## src/rtl/load_store_unit_if.sv

```systemverilog
// Data-memory bus between the load/store unit and memory.
// One outstanding request at a time. The master holds bus_req and the command
// fields steady until the slave pulses bus_ack. Read data is valid in the ack cycle.
interface load_store_unit_if;
    logic        bus_req;
    logic        bus_we;
    logic [31:0] bus_addr;
    logic [31:0] bus_wdata;
    logic [3:0]  bus_be;
    logic        bus_ack;
    logic [31:0] bus_rdata;

    modport master (
        output bus_req, bus_we, bus_addr, bus_wdata, bus_be,
        input  bus_ack, bus_rdata
    );

    modport slave (
        input  bus_req, bus_we, bus_addr, bus_wdata, bus_be,
        output bus_ack, bus_rdata
    );
endinterface

```

## src/rtl/load_store_unit.sv

```systemverilog
// MEM-stage load/store unit.
// Formats stores into byte enables and replicated lanes. Extracts and extends
// load data. Stalls the pipeline while a bus access is in flight. Reports
// misaligned, illegal and timed-out accesses as a one-cycle access_err pulse.
module load_store_unit #(
    parameter int TIMEOUT_CYCLES = 16
) (
    input  logic                      clk,
    input  logic                      rst_n,
    input  logic                      mem_read,
    input  logic                      mem_write,
    input  logic [2:0]                funct3,
    input  logic [31:0]               addr,
    input  logic [31:0]               wdata,
    output logic                      stall,
    output logic [31:0]               rdata,
    output logic                      load_valid,
    output logic                      access_err,
    load_store_unit_if.master         bus
);
    localparam logic [7:0] TIMEOUT_LIM = TIMEOUT_CYCLES[7:0];

    typedef enum logic [1:0] {IDLE, BUS, DONE, ERR} state_t;

    state_t      state_reg, state_next;
    logic [2:0]  funct3_reg;
    logic [1:0]  lane_reg;
    logic [7:0]  timer_reg;
    logic [31:0] rdata_reg;

    // Request decode. Both strobes set means a store.
    logic req_start, is_store, illegal, misaligned, accept, timeout_hit;
    assign req_start   = (mem_read == 1'b1) || (mem_write == 1'b1);
    assign is_store    = (mem_write == 1'b1);
    assign illegal     = is_store ? (funct3 >= 3'b011)
                                  : (funct3 == 3'b011 || funct3[2:1] == 2'b11);
    assign misaligned  = (funct3[1:0] == 2'b01 && addr[0]) ||
                         (funct3[1:0] == 2'b10 && addr[1:0] != 2'b00);
    assign accept      = req_start && !illegal && !misaligned;
    assign timeout_hit = (timer_reg + 8'd1) == TIMEOUT_LIM;

    // Store formatting per byte lane: enable and replicated data.
    logic [3:0]  be_fmt;
    logic [31:0] wdata_fmt;
    for (genvar gi = 0; gi < 4; gi++) begin : g_lane
        localparam logic [1:0] LANE = 2'(gi);
        assign be_fmt[gi] = (funct3[1:0] == 2'b00) ? (addr[1:0] == LANE) :
                            (funct3[1:0] == 2'b01) ? (addr[1] == LANE[1]) : 1'b1;
        assign wdata_fmt[8*gi +: 8] = (funct3[1:0] == 2'b00) ? wdata[7:0] :
                                      (funct3[1:0] == 2'b01) ? wdata[8*(gi%2) +: 8] :
                                                               wdata[8*gi +: 8];
    end

    // Load extraction from the returned word, using the captured lane and width.
    logic [7:0]  byte_sel;
    logic [15:0] half_sel;
    logic [31:0] load_ext;
    always_comb begin
        byte_sel = bus.bus_rdata[7:0];
        case (lane_reg)
            2'd1:    byte_sel = bus.bus_rdata[15:8];
            2'd2:    byte_sel = bus.bus_rdata[23:16];
            2'd3:    byte_sel = bus.bus_rdata[31:24];
            default: byte_sel = bus.bus_rdata[7:0];
        endcase
        half_sel = lane_reg[1] ? bus.bus_rdata[31:16] : bus.bus_rdata[15:0];
        case (funct3_reg)
            3'b000:  load_ext = {{24{byte_sel[7]}}, byte_sel};
            3'b001:  load_ext = {{16{half_sel[15]}}, half_sel};
            3'b100:  load_ext = {24'd0, byte_sel};
            3'b101:  load_ext = {16'd0, half_sel};
            default: load_ext = bus.bus_rdata;
        endcase
    end

    // State register.
    always_ff @(posedge clk or negedge rst_n) begin
        if (!rst_n) state_reg <= IDLE;
        else        state_reg <= state_next;
    end

    // Next-state and pipeline-facing outputs.
    always_comb begin
        state_next = state_reg;
        stall      = 1'b0;
        load_valid = 1'b0;
        access_err = 1'b0;
        case (state_reg)
            IDLE: begin
                if (req_start) begin
                    stall      = 1'b1;
                    state_next = accept ? BUS : ERR;
                end
            end
            BUS: begin
                stall = 1'b1;
                if (bus.bus_ack)      state_next = DONE;
                else if (timeout_hit) state_next = ERR;
            end
            DONE: begin
                load_valid = !bus.bus_we;
                state_next = IDLE;
            end
            ERR: begin
                access_err = 1'b1;
                state_next = IDLE;
            end
            default: state_next = IDLE;
        endcase
    end

    // Bus command, timeout counter and load result registers.
    always_ff @(posedge clk or negedge rst_n) begin
        if (!rst_n) begin
            bus.bus_req   <= 1'b0;
            bus.bus_we    <= 1'b0;
            bus.bus_addr  <= '0;
            bus.bus_wdata <= '0;
            bus.bus_be    <= '0;
            funct3_reg    <= '0;
            lane_reg      <= '0;
            timer_reg     <= '0;
            rdata_reg     <= '0;
        end else begin
            case (state_reg)
                IDLE: begin
                    if (accept) begin
                        bus.bus_req   <= 1'b1;
                        bus.bus_we    <= is_store;
                        bus.bus_addr  <= {addr[31:2], 2'b00};
                        bus.bus_wdata <= wdata_fmt;
                        bus.bus_be    <= is_store ? be_fmt : 4'b1111;
                        funct3_reg    <= funct3;
                        lane_reg      <= addr[1:0];
                        timer_reg     <= '0;
                    end
                end
                BUS: begin
                    if (bus.bus_ack) begin
                        bus.bus_req <= 1'b0;
                        if (!bus.bus_we) rdata_reg <= load_ext;
                    end else if (timeout_hit) begin
                        bus.bus_req <= 1'b0;
                    end else begin
                        timer_reg <= timer_reg + 8'd1;
                    end
                end
                default: ;
            endcase
        end
    end

    assign rdata = rdata_reg;
endmodule

```

## src/flat_wrapper.sv

```systemverilog
// flat-port wrapper written by rule: the top's interface ports become plain ports
module load_store_unit_flat 
#(
    parameter int TIMEOUT_CYCLES = 16
)
  (clk, rst_n, mem_read, mem_write, funct3, addr, wdata, stall, rdata, load_valid, access_err, bus_bus_req, bus_bus_we, bus_bus_addr, bus_bus_wdata, bus_bus_be, bus_bus_ack, bus_bus_rdata);
  load_store_unit_if bus_i ();
  input  logic clk;
  input  logic rst_n;
  input  logic mem_read;
  input  logic mem_write;
  input  logic [2:0] funct3;
  input  logic [31:0] addr;
  input  logic [31:0] wdata;
  output logic stall;
  output logic [31:0] rdata;
  output logic load_valid;
  output logic access_err;
  output wire logic [$bits(bus_i.bus_req)-1:0] bus_bus_req;
  output wire logic [$bits(bus_i.bus_we)-1:0] bus_bus_we;
  output wire logic [$bits(bus_i.bus_addr)-1:0] bus_bus_addr;
  output wire logic [$bits(bus_i.bus_wdata)-1:0] bus_bus_wdata;
  output wire logic [$bits(bus_i.bus_be)-1:0] bus_bus_be;
  input wire logic [$bits(bus_i.bus_ack)-1:0] bus_bus_ack;
  input wire logic [$bits(bus_i.bus_rdata)-1:0] bus_bus_rdata;
  assign bus_bus_req = bus_i.bus_req;
  assign bus_bus_we = bus_i.bus_we;
  assign bus_bus_addr = bus_i.bus_addr;
  assign bus_bus_wdata = bus_i.bus_wdata;
  assign bus_bus_be = bus_i.bus_be;
  assign bus_i.bus_ack = bus_bus_ack;
  assign bus_i.bus_rdata = bus_bus_rdata;
  load_store_unit #(.TIMEOUT_CYCLES(TIMEOUT_CYCLES)) u_core (.clk(clk), .rst_n(rst_n), .mem_read(mem_read), .mem_write(mem_write), .funct3(funct3), .addr(addr), .wdata(wdata), .stall(stall), .rdata(rdata), .load_valid(load_valid), .access_err(access_err), .bus(bus_i));
endmodule
```

## config.mk

```make
export PLATFORM = sky130hd
export DESIGN_NAME = load_store_unit_flat
export DESIGN_NICKNAME = d
export VERILOG_FILES = /design/src/rtl/load_store_unit_if.sv /design/src/rtl/load_store_unit.sv /design/src/flat_wrapper.sv
export SDC_FILE = /design/constraint.sdc
export NUM_CORES = 1
export LEC_CHECK = 0
export ABC_AREA = 1
export CORE_UTILIZATION = 38
export DETAILED_ROUTE_END_ITERATION = 10
export HOLD_SLACK_MARGIN = 0.12
export PLACE_DENSITY = 0.75
export SLEW_MARGIN = 20
export SYNTH_ARGS = -nofsm -noshare
export SYNTH_HDL_FRONTEND = slang
export SYNTH_SLANG_ARGS = --single-unit
```

## constraint.sdc

```tcl
create_clock -name clk -period 1.85 [get_ports clk]
set_input_delay 0.37 -clock clk [delete_from_list [all_inputs] [get_ports clk]]
set_output_delay 0.37 -clock clk [all_outputs]
set_load 0.005 [all_outputs]
```

==> metrics.txt, run 1 <==
PwrDens about 1500 nW/µm²; Yosys cell types 37; core area between 10000 and 15000 µm²; Arr. time, crit path 1440 ps; n_diodes 0; Synth top area share 51.8%; type of the worst min-delay path primary input to flop; P_leak 4.11 nW; Syn Inst Count 691; initial detailed-routing violation count 349; Clk pwr share 24.0%; register area share after synthesis 51.8%; critical path's slowest cell dfrtp_1; crit path kind flop to output port; sw frac 32.3%; number of max-cap violations 0; RSZ-0062 raised after global routing yes; number of global-route vias before repair 5349; Startpoint Class flop; DR WL/cell around 15 µm; die height between 100 and 150 µm; area added between synthesis and finish 56.5%; share of cells above drive strength 1 10.2%; critical path endpoint category output port; vias 5559; VDD IR max 0.812 mV; Post-Syn Area per Cell 8.04 µm²; relative slew slack 64.4%; total power 0.0133 W; required time of the critical path roughly 1500 ps; grt ovf 0; total wire length 16600 µm; cell taking the most area after synthesis dfrtp_1; final period utilization 97.9%; Max Buffers Root-to-Sink 2; Post-DRT Antenna Nets 0; Setup TNS 0 ps; via-per-instance ratio 4.97; drt pass-1 iters 7; Yosys reg bits between 100 and 150; port bufs 206; full die area 15100 µm²; initial antenna violation count 0; clk_lat worst skew 410 ps; synthesis warning total 0; Cell Chain, Critical Path buf_4, nor2_2, nor2_2, inv_1, dlygate4sd2_1; outcome completed; Sink Count roughly 120; Chip Width between 100 and 150 µm; busiest grt layer met2; critical-path maximum fanout 3; actual slew at the worst max-slew pin 534 ps; fin crit period around 1800 ps; grt met2 use around 37%; DRC Markers 0; htree depth 4; largest net degree at the start of global routing 49; Int Pwr 0.00902 W; Post-synth EDFFs 0; Clock Skew a little over 10 ps; hpwl dp about 12000 µm; nets 1033; max frequency 0.552 GHz; TritonCTS clock tree done; Rows 43; hold slack 424 ps; number of I/O pins 209; fin. max-slew vios 0; first-pass GRT wire length 26500 µm; mapped cell area 5560 µm²; Final Setup Violations 0; slowest cell delay on critical path 400 ps; CTS root buf clkbuf_16; R2R Setup Slk 130 ps; Synth area leaders dfrtp_1 (52%), nand2_1 (21%), nand3_1 (3.0%); Net Switching 0.00431 W; Initial Util 39.4%; fraction of registers with async set/reset between 90% and 100%; met1 Resource Use GR between 20% and 30%; gr usage total 23.0%; Flop pwr share about a third; final hold violations 0; M3 GR Usage 8.30%; Logic pwr share 43.3%; Reg clk slew, reported paths 50 ps; most used flip-flop cell after synthesis dfrtp_1; routability cong. 0.857; CTS Buf Count 17; cell mode on critical path nor2_2
## path summary, 6_finish.rpt
| path | endpoint | cells after the start | startpoint |
|---|---|---|---|
| setup / recovery | stall | 5 | u_core.state_reg[1]$_DFFE_PN0P_ |
| hold / removal | u_core.bus.bus_be[3]$_DFFE_PN0P_ | 4 | mem_write |
| setup reg to reg | u_core.timer_reg[3]$_DFFE_PN0P_ | 9 | u_core.timer_reg[0]$_DFFE_PN0P_ |
| hold reg to reg | u_core.bus.bus_addr[31]$_DFFE_PN0P_ | 2 | u_core.bus.bus_addr[31]$_DFFE_PN0P_ |
| max in group asynchronous | u_core.rdata[26]$_DFFE_PN0P_ | 3 | rst_n |
| min in group asynchronous | u_core.bus.bus_addr[18]$_DFFE_PN0P_ | 2 | rst_n |
## logic make-up (layout without fill, tap and decap cells)
family | Yosys count | after routing | synth area share, %
and+or+nand+nor | 394 | 394 | 28.7
buffers and inverters | 79 | 326 | 7.36
other | 1 | 2 | 0.0675
AOI/OAI and AO/OA | 100 | 100 | 11.8
xor gates and xnor gates | 1 | 1 | 0.158
DFF | 115 | 115 | 51.8
adders and majority gates | 1 | 1 | 0.225
## power groups by stage
stage               combinational (W)  sequential, W  clock (W)
floorplan                     0.00238        0.00435          0
global placement              0.00562        0.00437          0
detailed placement            0.00571        0.00437          0
CTS                           0.00576        0.00437    0.00327
global route                  0.00636        0.00451    0.00337
finish                        0.00577        0.00437    0.00319
## area by class of cell
| type | count | area [µm²] |
|---|---|---|
| Tap cell | 180 | 225 |
| Inverter | 44 | 168 |
| Timing Repair Buffer | 252 | 2560 |
| Fill cell | 1247 | 5390 |
| Clock buffer | 25 | 495 |
| Multi-Input combinational cell | 498 | 2300 |
| Clock inverter | 5 | 75.1 |
| Sequential cell | 115 | 2880 |
## cells in the final DEF (no fill, tap or decap), types with 3 or more instances in the layout
cell             synthesis  final
a21boi_0                 6      6
a21oi_1                  8      8
buf_12                   0     12
buf_4                    9     33
clkbuf_1                 8      4
clkbuf_16                0     17
clkbuf_8                 0      4
clkdlybuf4s50_1          0    201
clkinv_2                 0      3
dfrtp_1                115    114
inv_1                   38     37
inv_2                    5      5
nand2_1                312    311
nand2_4                  1      3
nand3_1                 33     33
nand4_1                  5      5
nor2_1                  31     28
nor2_2                   2      5
nor3_1                   3      3
o211ai_1                20     20
o21a_1                  16     16
o21ai_0                 23     23
o22ai_1                 17     17
## layer usage
layer | vias up | wire length [µm]
li1 | 2701 | -
met1 | 2587 | 7040
met2 | 252 | 7750
met3 | 19 | 1580
met4 | 0 | 235
met5 | - | 0
## worst max-delay path: cells and delay by family (launching register included)
family,cells,cell delay [ps]
buffers and inverters,3,460
DFF,1,400
and+or+nand+nor,2,180
## cell usage after synthesis (all sizes together), types with 2 or more instances
master / count
nor2: 34
a21oi: 9
nand2: 316
o211ai: 20
nand3: 35
clkbuf: 8
nand4: 6
buf: 27
a21boi: 6
o21ai: 26
nor3: 3
o22ai: 17
dfrtp: 115
inv: 43
o21a: 16
a2bb2oi: 2
## metrics by stage
| stage | area [µm²] | setup WS [ps] | utilization (%) | cells |
|---|---|---|---|---|
| final | 8700 | 38.5 | 61.7 | 1119 |
| after global placement | 8070 | -270 | 57.2 | 1085 |
| after detailed placement | 8070 | -327 | 57.2 | 1085 |
| after global routing | 8700 | -37.0 | 61.7 | 1119 |
| after CTS | 8660 | 1.79 | 61.5 | 1117 |
| after floorplan | 5560 | 359 | - | 692 |
## repair_timing
action,CTS,global route
pin swaps,2,2
gates resized for setup,6,8
cloned,0,0
hold buffers,1,0
buffers inserted,1,2
setup endpoints to repair,2,74
endpoints found under the hold margin,22,0
No activity file was read; power rests on OpenSTA's default activity.
==> run 2, diff against run 1 <==
--- a/config.mk
+++ b/config.mk
@@ -8,8 +8,9 @@
 export ABC_AREA = 1
 export CORE_UTILIZATION = 38
 export DETAILED_ROUTE_END_ITERATION = 10
+export DONT_BUFFER_PORTS = 1
 export HOLD_SLACK_MARGIN = 0.12
-export PLACE_DENSITY = 0.75
+export PLACE_DENSITY = 0.56
 export SLEW_MARGIN = 20
 export SYNTH_ARGS = -nofsm -noshare
 export SYNTH_HDL_FRONTEND = slang
==> metrics.txt, run 2 (synthesis gave the netlist of run 1 again) <==
initial antenna violation count 0 (unchanged); DR WL/cell 16.6 µm (+12%); die height 123 µm (unchanged); Arr. time, crit path 1370 ps (-70 ps); total wire length 15400 µm (-7.4%); grt ovf 0 (unchanged); PwrDens 1590 nW/µm² (+3.9%); final hold violations 115 (+115); Final Setup Violations 0 (unchanged); number of max-cap violations 0 (unchanged); actual slew at the worst max-slew pin 618 ps (+83.9 ps); gr usage total 21.0% (-2.0 points); outcome complete, but fails checks; TritonCTS clock tree done; RSZ-0062 raised after global routing no; drt pass-1 iters 5 (-2); routability cong. 0.818 (-4.6%); initial detailed-routing violation count 248 (-29%); critical path endpoint category output port; Fillers 1420 (+14%); VDD IR max 0.675 mV (-17%); Reg clk slew, reported paths 50 ps (about the same); Rows 43 (unchanged); final period utilization 94.3% (-3.6 points); Max Buffers Root-to-Sink 2 (unchanged); DRC Markers 0 (unchanged); vias 4752 (-15%); share of cells above drive strength 1 7.90% (-2.3 points); first-pass GRT wire length 24100 µm (-9.1%); reg2reg end u_core.bus.bus_req$_DFFE_PN0P_; number of I/O pins 209 (unchanged); relative slew slack 58.8% (-5.6 points); CTS root buf clkbuf_16; commonest non-fill, non-tap cell in the layout nand2_1; crit path kind flop to output port; nets 843 (-18%); largest net degree at the start of global routing 116 (+140%); Worst setup startpoint u_core.state_reg[1]$_DFFE_PN0P_; CTS Buf Count 17 (unchanged); Startpoint Class flop; most frequent cells in the layout nand2_1 (312), dfrtp_1 (115), dlygate4sd3_1 (48); Sink Count 115 (unchanged); via-per-instance ratio 5.13 (+3.2%); failing checks hold timing; dpl ws 113 ps (+440 ps); hold slack -342 ps (-766 ps); critical-path maximum fanout 9 (+6); PnR worst setup slack 106 ps (+67.2 ps); fin. max-slew vios 0 (unchanged); fin crit period 1740 ps (-67.2 ps); Initial Util 39.4% (unchanged); htree depth 4 (unchanged); n_diodes 0 (unchanged); R2R Setup Slk 120 ps (about the same); Worst R2R Path Depth 10 (+1); number of global-route vias before repair 4761 (-11%); clk_lat worst skew 420 ps (about the same); area added between synthesis and finish 21.7%; Post-DRT Antenna Nets 0 (unchanged); hpwl dp 10400 µm (-13%); max frequency 0.573 GHz (+3.9%); core area 14100 µm² (unchanged); required time of the critical path 1480 ps (about the same); type of the worst min-delay path primary input to async pin; full die area 15100 µm² (unchanged); Clock Skew 6.35 ps (-3.78 ps); port bufs 0 (-100%); Chip Width 123 µm (unchanged); P_leak 3.30 nW (-20%); reg2reg start u_core.timer_reg[0]$_DFFE_PN0P_; Setup TNS 0 ps (unchanged)
==> run 2: changes by cell type in the layout (fill, tap and decap cells not counted), moves of 3 or more <==
cell             change
buf_12               -8
clkbuf_1             -3
nor2_1               +3
nor2_2               -3
buf_4               -24
dlygate4sd3_1       +47
clkdlybuf4s50_1    -201
==> run 2: cell type report <==
type	count	area (µm²)	area share [%]
Sequential cell	115	2880	42.5
Inverter	44	165	2.44
Tap cell	180	225	3.33
Clock inverter	6	80.1	1.18
Multi-Input combinational cell	498	2280	33.7
Timing Repair Buffer	62	653	9.65
Clock buffer	22	484	7.16
==> run 2: report_power, final <==
| part | leakage (nW) | switching (W) | internal, W | total, W |
|---|---|---|---|---|
| Sequential | 1.41 | 0.00100 | 0.00366 | 0.00466 |
| Clock | 0.283 | 0.00109 | 0.00208 | 0.00316 |
| Combinational | 1.61 | 0.00174 | 0.00120 | 0.00294 |
| Total | 3.30 | 0.00383 | 0.00694 | 0.0108 |
==> run 2: how the worst max path moves through the flow <==
| stage | end | cells past startpoint | slack, ps |
|---|---|---|---|
| after CTS | stall | 5 | 80 |
| after global placement | u_core.bus.bus_wdata[13]$_DFFE_PN0P_ | 9 | 150 |
| after detailed placement | u_core.bus.bus_wdata[13]$_DFFE_PN0P_ | 10 | 110 |
| after floorplan | u_core.bus.bus_req$_DFFE_PN0P_ | 10 | 360 |
| final | stall | 5 | 110 |
| after global routing | u_core.bus.bus_req$_DFFE_PN0P_ | 10 | 0.8 |
==> run 2: routing by layer <==
| layer | vias up | global-route usage [%] | routed length (µm) |
|---|---|---|---|
| met4 | 0 | 7.77 | 274 |
| met5 | - | 0 | 0 |
| met1 | 2227 | 24.8 | 6290 |
| li1 | 2312 | - | - |
| met3 | 20 | 9.27 | 1510 |
| met2 | 193 | 33.8 | 7300 |
==> run 2: critical path, cell delays in order, from the launching register on <==
cell and delay, ps:
dfrtp_1 380, inv_1 90, nand2_2 110, inv_2 190, nor2_1 90, inv_1 100
==> run 2: repair_timing <==
| item | in CTS | in global routing |
|---|---|---|
| setup buffers | 0 | 0 |
| hold buffers | 47 | 1 |
| hold endpoints to repair | 162 | 116 |
| endpoints found under the setup margin | 0 | 21 |
| resized for setup | 0 | 1 |
==> run 2: stage by stage <==
step	std cells	area [µm²]	utilization, %	total power [W]
finish	927	6770	48.0	0.0108
global route	927	6770	48.0	0.0116
CTS	925	6730	47.7	0.0108
detailed placement	850	5690	40.4	0.00753
global placement	850	5690	40.4	0.00743
floorplan	692	5560	-	0.00673
